<file path="src/rtl/memoria_escritura.sv">
// memoria_escritura
//   Captures a stream of DATA_W-bit words into a DEPTH-entry memory under a
//   valid/ready handshake, then freezes the image for random-access readback
//   through a one-cycle registered read port.
//
// Ports
//   clk        rising-edge clock
//   rst        synchronous active-high reset (control and valor only)
//   inicio     start-capture pulse; restarts capture at address 0
//   dato_in    write data
//   valido_in  write data valid
//   listo_out  ready: high only while capturing
//   lleno      all DEPTH entries written since the last inicio
//   conteo     words accepted since the last inicio (0..DEPTH)
//   dir_lect   readback address
//   valor      registered readback data (read-before-write)
module memoria_escritura #(
  parameter int DATA_W = 8,
  parameter int DEPTH  = 4,
  parameter int ADDR_W = 2
) (
  input  logic              clk,
  input  logic              rst,
  input  logic              inicio,
  input  logic [DATA_W-1:0] dato_in,
  input  logic              valido_in,
  output logic              listo_out,
  output logic              lleno,
  output logic [ADDR_W:0]   conteo,
  input  logic [ADDR_W-1:0] dir_lect,
  output logic [DATA_W-1:0] valor
);

  typedef enum logic [1:0] {
    REPOSO  = 2'd0,
    CAPTURA = 2'd1,
    LLENO   = 2'd2
  } estado_t;

  estado_t             estado;
  logic [ADDR_W-1:0]   puntero;
  logic [DATA_W-1:0]   mem [DEPTH];
  logic                acepta;

  localparam logic [ADDR_W:0]   CONTEO_MAX = (ADDR_W+1)'(DEPTH);
  localparam logic [ADDR_W-1:0] ULTIMA_DIR = ADDR_W'(DEPTH - 1);

  // Increment that holds at DEPTH; capture stops at the last entry, so the
  // clamp only guards against an impossible wrap.
  function automatic logic [ADDR_W:0] conteo_sat(input logic [ADDR_W:0] c);
    if (c >= CONTEO_MAX) return CONTEO_MAX;
    return c + 1'b1;
  endfunction

  // Ready comes from registered state only, never from valido_in/inicio.
  assign listo_out = (estado == CAPTURA);

  // inicio outranks a coincident word, which is then discarded.
  assign acepta = valido_in & listo_out & ~inicio;

  always_ff @(posedge clk) begin
    if (rst) begin
      estado  <= REPOSO;
      puntero <= '0;
      conteo  <= '0;
      lleno   <= 1'b0;
    end else if (inicio) begin
      estado  <= CAPTURA;
      puntero <= '0;
      conteo  <= '0;
      lleno   <= 1'b0;
    end else if (acepta) begin
      puntero <= puntero + 1'b1;
      conteo  <= conteo_sat(conteo);
      if (puntero == ULTIMA_DIR) begin
        estado <= LLENO;
        lleno  <= 1'b1;
      end
    end
  end

  // Memory is deliberately not reset so the captured image survives rst.
  always_ff @(posedge clk) begin
    if (!rst && acepta) mem[puntero] <= dato_in;
  end

  // Registered readback; nonblocking semantics give read-before-write.
  always_ff @(posedge clk) begin
    if (rst) valor <= '0;
    else     valor <= mem[dir_lect];
  end

endmodule

</file>
<file path="config.mk">
export PLATFORM = sky130hd
export DESIGN_NAME = memoria_escritura
export DESIGN_NICKNAME = d
export VERILOG_FILES = /design/src/rtl/memoria_escritura.sv
export SDC_FILE = /design/constraint.sdc
export NUM_CORES = 1
export LEC_CHECK = 0
export CORE_MARGIN = 2
export CORE_UTILIZATION = 47
export DETAILED_ROUTE_END_ITERATION = 6
export PLACE_DENSITY = 0.81
export SETUP_SLACK_MARGIN = 0.15
export SLEW_MARGIN = 20
export SYNTH_ARGS = -nofsm -noshare
export SYNTH_HDL_FRONTEND = slang
export SYNTH_SLANG_ARGS = --single-unit
</file>
<file path="constraint.sdc">
create_clock -name clk -period 1.2 [get_ports clk]
set_clock_uncertainty 0.05 [all_clocks]
set_input_delay 0.24 -clock clk [delete_from_list [all_inputs] [get_ports clk]]
set_output_delay 0.24 -clock clk [all_outputs]
set_load 0.02 [all_outputs]
</file>
==> reports/qor.csv, run 1 <==
stage,metric,value,unit
timing,finalHoldViolations,0,
die,ios,27,
worst_setup_path,crit_top_cell,buf_6,
worst_setup_path,critical_path_class,reg -> reg,
synthesis,syn_inst,115,
clock_tree,insertion_delay,0.30,ns
drt,ant_nets,0,
synthesis,syn_nets,135,
cells_and_area,mostFrequentLayoutCells,"edfxtp_1 (32), buf_6 (20), mux2i_1 (16)",
synthesis,synth-seq-area-share,68.2,%
timing,setup_viol_count_final,41,
synthesis,synth_area_leaders,"edfxtp_1 (52%), dfxtp_1 (16%), mux2i_1 (8.7%), ha_1 (4.1%), mux2_4 (3.2%)",
place,gp_congestion,0.788,
clock_tree,root_buffer,clkbuf_8,
timing,rsz0062_at_grt,true,
drt,drc,0,
worst_setup_path,required,1.33,ns
cells_and_area,antenna_cells,0,
global_route,grt_overflow,0,
synthesis,syn_area,1850,um^2
cells_and_area,final_util,69.2,%
worst_setup_path,path_max_fanout,3,
global_route,grt_max_degree,15,
die,placementRows,22,
drt,vias_per_cell,5.13,
cells_and_area,drive_gt1_share,46.1,%
pwr,p_sw,0.632,mW
pwr,swShare,18.8,%
timing,slew_violations,0,
clock_tree,cts_sinks,47,
die,die_x,66.7,um
place,placed_cell_area,2290,um^2
worst_setup_path,worstSetupEndpointType,flip-flop,
die,die-height,66.7,um
run_status,violations,setup timing,
timing,post-route-min-period,1.35,ns
run_status,status,"finished, violations left",
pwr,seq_power_share,52.2,%
synthesis,synth_top_area_share,52.0,%
clock_tree,clkTransAtPathRegs,0.08,ns
drt,wl,3.34,mm
die,die_area,4450,um^2
clock_tree,cts_buffers,5,
synthesis,synth_area_per_cell,16.1,um^2
drt,drt_first_pass_iters,4,
run,cap_viol_max_count,0,
pwr,pwr_density_cell,1310,nW/um^2
pwr,ir_worst_vdd,0.842,mV
pwr,p_comb_share,8.4,%
global_route,antenna_found_initial,0,
synthesis,yosysTopAreaCell,edfxtp_1,
drt,vias,1093,
pwr,power.leakage,1.01,nW
clock_tree,cts_tree,built,
timing,setup_ws,-0.151,ns
pwr,p_int,2.74,mW
cells_and_area,final_nets,184,
timing,slew_headroom,79.8,%
min_path,min-delay-path-class,reg -> reg,
pwr,p_clk_share,39.4,%
synthesis,yosysWarnings,0,
clock_tree,h-tree-depth,2,
worst_setup_path,arrival,1.49,ns
clock_tree,cts_buffer_depth,2,
cells_and_area,final_cell_area,2570,um^2
cells_and_area,final_common_cell,edfxtp_1,
drt,post_drt_wl_per_cell,15.7,um
synthesis,yosysUniqueCellTypes,24,
place,io_buffers,26,
drt,first_iter_violations,57,
cells_and_area,area.growth.synth_to_final,39.2,%
worst_setup_path,crit_slowest_cell,dfxtp_2,
timing,post-route-period-util,113,%
global_route,grtUsageTotal,17.3,%
worst_setup_path,start_kind,flip-flop,
global_route,grt_pass1_wl,5.49,mm
global_route,grt_pass1_vias,1185,
die,start_util,49.7,%
place,dp_hpwl,2.26,mm
timing,fmax,740,MHz
worst_setup_path,cp_cell_sequence,"buf_6, and4bb_2, buf_6, mux2_4",
die,core,3720,um^2
synthesis,yosys_register_bits,47,
timing,worst_slew_pin_slew,0.302,ns
worst_setup_path,slowest_delay,0.33,ns
-- power by group through the flow --
| stage | clock [mW] | sequential (mW) | combinational (mW) |
|---|---|---|---|
| 2_1_floorplan | 0 | 1.81 | 0.0921 |
| 3_3_place_gp | 0 | 1.79 | 0.244 |
| 3_5_place_dp | 0 | 1.79 | 0.252 |
| 4_1_cts | 1.36 | 1.76 | 0.274 |
| 5_1_grt | 1.43 | 1.76 | 0.302 |
| 6_report | 1.33 | 1.76 | 0.283 |
-- state kept, by name, indices dropped and copies added (netlist names) --
| register | count |
|---|---|
| mem | 32 |
| valor | 8 |
| conteo | 3 |
| puntero | 2 |
| estado | 2 |
-- cell families after synthesis --
family / synth area share [%]
AOI/OAI and AO/OA: 4.47
adders and majority gates: 4.06
buffers and inverters: 3.39
DFF: 68.2
muxes: 11.9
and+or+nand+nor: 7.92
-- final timing paths --
path,endpoint,depth (start not counted),startpoint,slack (ns)
max,puntero[1],4,estado[1],-0.15
min,valor[6],2,mem[3][6],0.47
max reg2reg,puntero[1],4,estado[1],-0.15
min reg2reg,valor[6],2,mem[3][6],0.47
-- critical path, delay by kind of cell (launching register included) --
family | cells | cell delay [ns]
DFF | 1 | 0.33
and+or+nand+nor | 1 | 0.33
buffers and inverters | 2 | 0.24
muxes | 1 | 0.29
-- repair_timing --
item	4_1_cts	5_1_grt
gates cloned	1	0
resized for setup	91	15
setup buffers	4	1
endpoints found under the setup margin	60	52
pin swaps	6	2
hold buffers	0	0
-- stage by stage --
stage	std cells	hold WS (ns)	setup WS (ns)	TNS, ns	power [mW]
after detailed placement	199	0.459	-0.489	-20.21	2.04
final	213	0.472	-0.151	-4.45	3.37
after CTS	212	0.478	-0.157	-4.36	3.38
after global placement	199	0.456	-0.445	-18.44	2.03
after global routing	213	0.512	-0.180	-5.61	3.49
after floorplan	115	0.289	-0.0848	-2.56	1.90
-- cell usage after synthesis --
library cell,instances
edfxtp_1,32
mux2i_1,16
dfxtp_1,15
o22ai_1,8
nor3b_1,7
ha_1,6
inv_1,4
mux2_4,4
and4_1,3
a22o_2,2
buf_1,2
buf_2,2
buf_6,2
nor2_1,2
a211oi_2,1
and2_2,1
and2b_1,1
and4bb_1,1
buf_4,1
nand2b_1,1
nor3_1,1
nor4_1,1
nor4b_1,1
or2_1,1
-- cell type report --
cell class,count,area (um^2)
multi-input combinational,57,569
clock inverter,2,60.1
fill,259,1140
clock buffer,6,72.6
timing repair buffer,49,509
inverter,4,15.0
sequential,47,1290
tap,48,60.1
-- per-layer routing --
metal	up-vias	wire, um	GRT usage, %
li1	531	-	-
met1	530	1430	20.6
met2	26	1730	30.0
met3	6	137	5.57
met4	0	44	4.59
met5	-	0	0
(Power assumes the default switching activity.)
==> run 2, diff against run 1 <==
--- a/config.mk
+++ b/config.mk
@@ -7,7 +7,8 @@
 export LEC_CHECK = 0
 export CORE_MARGIN = 2
-export CORE_UTILIZATION = 47
+export CORE_UTILIZATION = 50
+export CTS_BUF_LIST = sky130_fd_sc_hd__clkbuf_4
 export DETAILED_ROUTE_END_ITERATION = 6
-export PLACE_DENSITY = 0.81
+export PLACE_DENSITY = 0.85
 export SETUP_SLACK_MARGIN = 0.15
 export SLEW_MARGIN = 20
==> constraint.sdc (replaced) <==
create_clock -name clk -period 1.2 [get_ports clk]
set_clock_uncertainty 0.05 [all_clocks]
set_input_delay 0.36 -clock clk [delete_from_list [all_inputs] [get_ports clk]]
set_output_delay 0.36 -clock clk [all_outputs]
set_load 0.02 [all_outputs]
==> run 2 against run 1 <==
Compared with the run above: the flow still finishes with violations (setup timing); routed wire length grew 0.48%; critical path depth down 2; flip-flop and latch count is the same; via count increased by 2.5%; non-clock buffer count fell by 1; final area fell by 3.2%; setup slack worse by 0.12 ns; utilization decreased by 0.14 points; largest power group unchanged.
==> reports/qor.csv, run 2 (synthesis results as in run 1) <==
stage,metric,value,unit,change
run_status,status,"finished, violations left",,
run_status,violations,setup timing,,
worst_setup_path,start_kind,flip-flop,,
timing,post-route-period-util,122,%,+9.6 points
worst_setup_path,setup.worst_path.end,listo_out,,
clock_tree,cts_sinks,47,,unchanged
die,ios,27,,unchanged
place,placed_cells,202,,+1.5%
cells_and_area,final_util,69.1,%,-0.14 points
clock_tree,cts_tree,built,,
clock_tree,h-tree-depth,2,,unchanged
global_route,grt_pass1_wl,5.27,mm,-4.0%
worst_setup_path,crit_cells,2,,-2
min_path,whs_path_depth,3,,+1
cells_and_area,final_common_cell,edfxtp_1,,
timing,rsz0062_at_grt,true,,
clock_tree,root_buffer,clkbuf_4,,
run,cap_viol_max_count,0,,unchanged
die,die_area,4200,um^2,-5.6%
cells_and_area,drive_gt1_share,47.6,%,+1.5 points
cells_and_area,fillers,248,,-4.2%
timing,slew_headroom,82.6,%,+2.8 points
global_route,grt_pass1_vias,1114,,-6.0%
worst_setup_path,critical_path_class,reg -> out,,
cells_and_area,antenna_cells,0,,unchanged
cells_and_area,area.growth.synth_to_final,34.8,%,
clock_tree,insertion_delay,0.36,ns,+0.06 ns
worst_setup_path,worstSetupEndpointType,output port,,
place,io_buffers,26,,unchanged
drt,first_iter_violations,35,,-39%
cells_and_area,final_nets,183,,-0.54%
drt,post_drt_wl_per_cell,15.8,um,+0.95%
worst_setup_path,cp_num_buf_inv,1,,-1
place,dp_hpwl,2.27,mm,+0.78%
die,start_util,51.2,%,+1.5 points
worst_setup_path,cp_cell_sequence,"and2b_2, buf_6",,
drt,drc,0,,unchanged
drt,vias_per_cell,5.28,,+3.0%
cells_and_area,largestRegisters,"mem x32, valor x8, conteo x3",,
drt,wl,3.36,mm,+0.48%
place,gp_congestion,0.821,,+4.1%
cells_and_area,multi_input_area,579,um^2,+1.8%
global_route,grtUsageTotal,17.7,%,+0.40 points
pwr,power.leakage,0.968,nW,-4.1%
cells_and_area,stdcell_count,212,,-0.47%
worst_setup_path,path_delay_family,flip-flops,,
pwr,power.total,2.75,mW,-18%
min_path,min-delay-path-class,in -> reg,,
timing,slew_violations,0,,unchanged
cells_and_area,mostFrequentLayoutCells,"edfxtp_1 (32), buf_4 (17), mux2i_1 (15), buf_6 (15), dfxtp_2 (11)",,
clock_tree,cts_hold_buf,0,,unchanged
global_route,antenna_found_initial,0,,unchanged
timing,setup_viol_count_final,52,,+27%
timing,setup_ws,-0.267,ns,-0.115 ns
worst_setup_path,slowest_delay,0.36,ns,+0.03 ns
worst_setup_path,required,0.79,ns,-0.54 ns
timing,post-route-min-period,1.47,ns,+0.115 ns
worst_setup_path,crit_slowest_cell,dfxtp_4,,
drt,ant_nets,0,,unchanged
global_route,grt_max_degree,15,,unchanged
clock_tree,cts_buffer_depth,2,,unchanged
drt,vias,1120,,+2.5%
pwr,ir_worst_vdd,0.628,mV,-25%
worst_setup_path,rrSetupSlack,-0.21,ns,-0.06 ns
worst_setup_path,crit-reg2reg-launch,estado[1],,
global_route,grt_overflow,0,,unchanged
die,die-height,64.8,um,-2.9%
worst_setup_path,r2r.worst_path.cells,3,,-1
pwr,pwr_density_cell,1100,nW/um^2,-16%
timing,fmax,682,MHz,-7.9%
clock_tree,cts_buffers,5,,unchanged
die,placementRows,22,,unchanged
timing,holdWs,0.454,ns,-0.0182 ns
worst_setup_path,r2r_end,mem[3][3],,
worst_setup_path,arrival,1.06,ns,-0.43 ns
timing,finalHoldViolations,0,,unchanged
clock_tree,clkTransAtPathRegs,0.11,ns,+0.03 ns
worst_setup_path,cp-startpoint,estado[1],,
die,die_x,64.8,um,-2.9%
cells_and_area,top_register,mem,,
cells_and_area,seq_area,1290,um^2,unchanged
cells_and_area,largest_register_ffs,32,,unchanged
worst_setup_path,path_max_fanout,2,,-1
die,core,3610,um^2,-3.0%
drt,drt_first_pass_iters,6,,+2
timing,worst_slew_pin_slew,0.260,ns,-0.0422 ns
-- run 2: changes by cell type in the layout (fill, tap and decap cells not counted), sizes merged --
cell / before / now
bufinv: 2 / 0
clkinv: 0 / 2
buf: 35 / 34
clkdlybuf4s15: 0 / 1
dlygate4sd2: 3 / 2
-- run 2: final cells by class --
type,instances,share of cell area [%]
Clock inverter,2,0.352
Sequential cell,47,51.6
Clock buffer,6,1.81
Inverter,4,0.603
Tap cell,48,2.41
Timing Repair Buffer,48,19.9
Multi-Input combinational cell,57,23.3
-- run 2: routing by layer --
layer	global-route usage (%)	part of all wire (%)
met5	0	0
met4	4.79	1.1
met3	6.60	4.9
met2	34.4	55
met1	17.2	39
-- run 2: worst min path at each step --
stage | from | end | slack (ns)
floorplan | dato_in[0] | mem[0][0] | 0.41
global placement | mem[1][6] | valor[6] | 0.44
detailed placement | mem[3][6] | valor[6] | 0.45
CTS | rst | estado[0] | 0.43
global route | rst | estado[0] | 0.41
finish | rst | estado[0] | 0.45
-- run 2: where the power goes --
part / internal [mW] / switching, mW
logic: 0.164 / 0.125
registers: 1.75 / 0.0105
clock network: 0.243 / 0.461
-- run 2: timing repair --
action / in CTS / in global routing
endpoints found under the setup margin: 60 / 56
pin swaps: 2 / 2
setup buffers: 1 / 0
resized for setup: 98 / 5
cloned: 1 / 0
-- run 2: tightest hold or removal path: stages --
cell	delay, ns
dlygate4sd2_1	0.26
buf_4	0.16
a211oi_2	0.04
-- run 2: stage by stage --
step           cell area [um^2]  setup TNS, ns  setup WS [ns]
2_1_floorplan              1890          -2.78        -0.0885
3_3_place_gp               2320         -25.80         -0.546
3_5_place_dp               2320         -28.15         -0.608
4_1_cts                    2470          -6.24         -0.289
5_1_grt                    2490          -7.51         -0.323
6_report                   2490          -5.69         -0.267
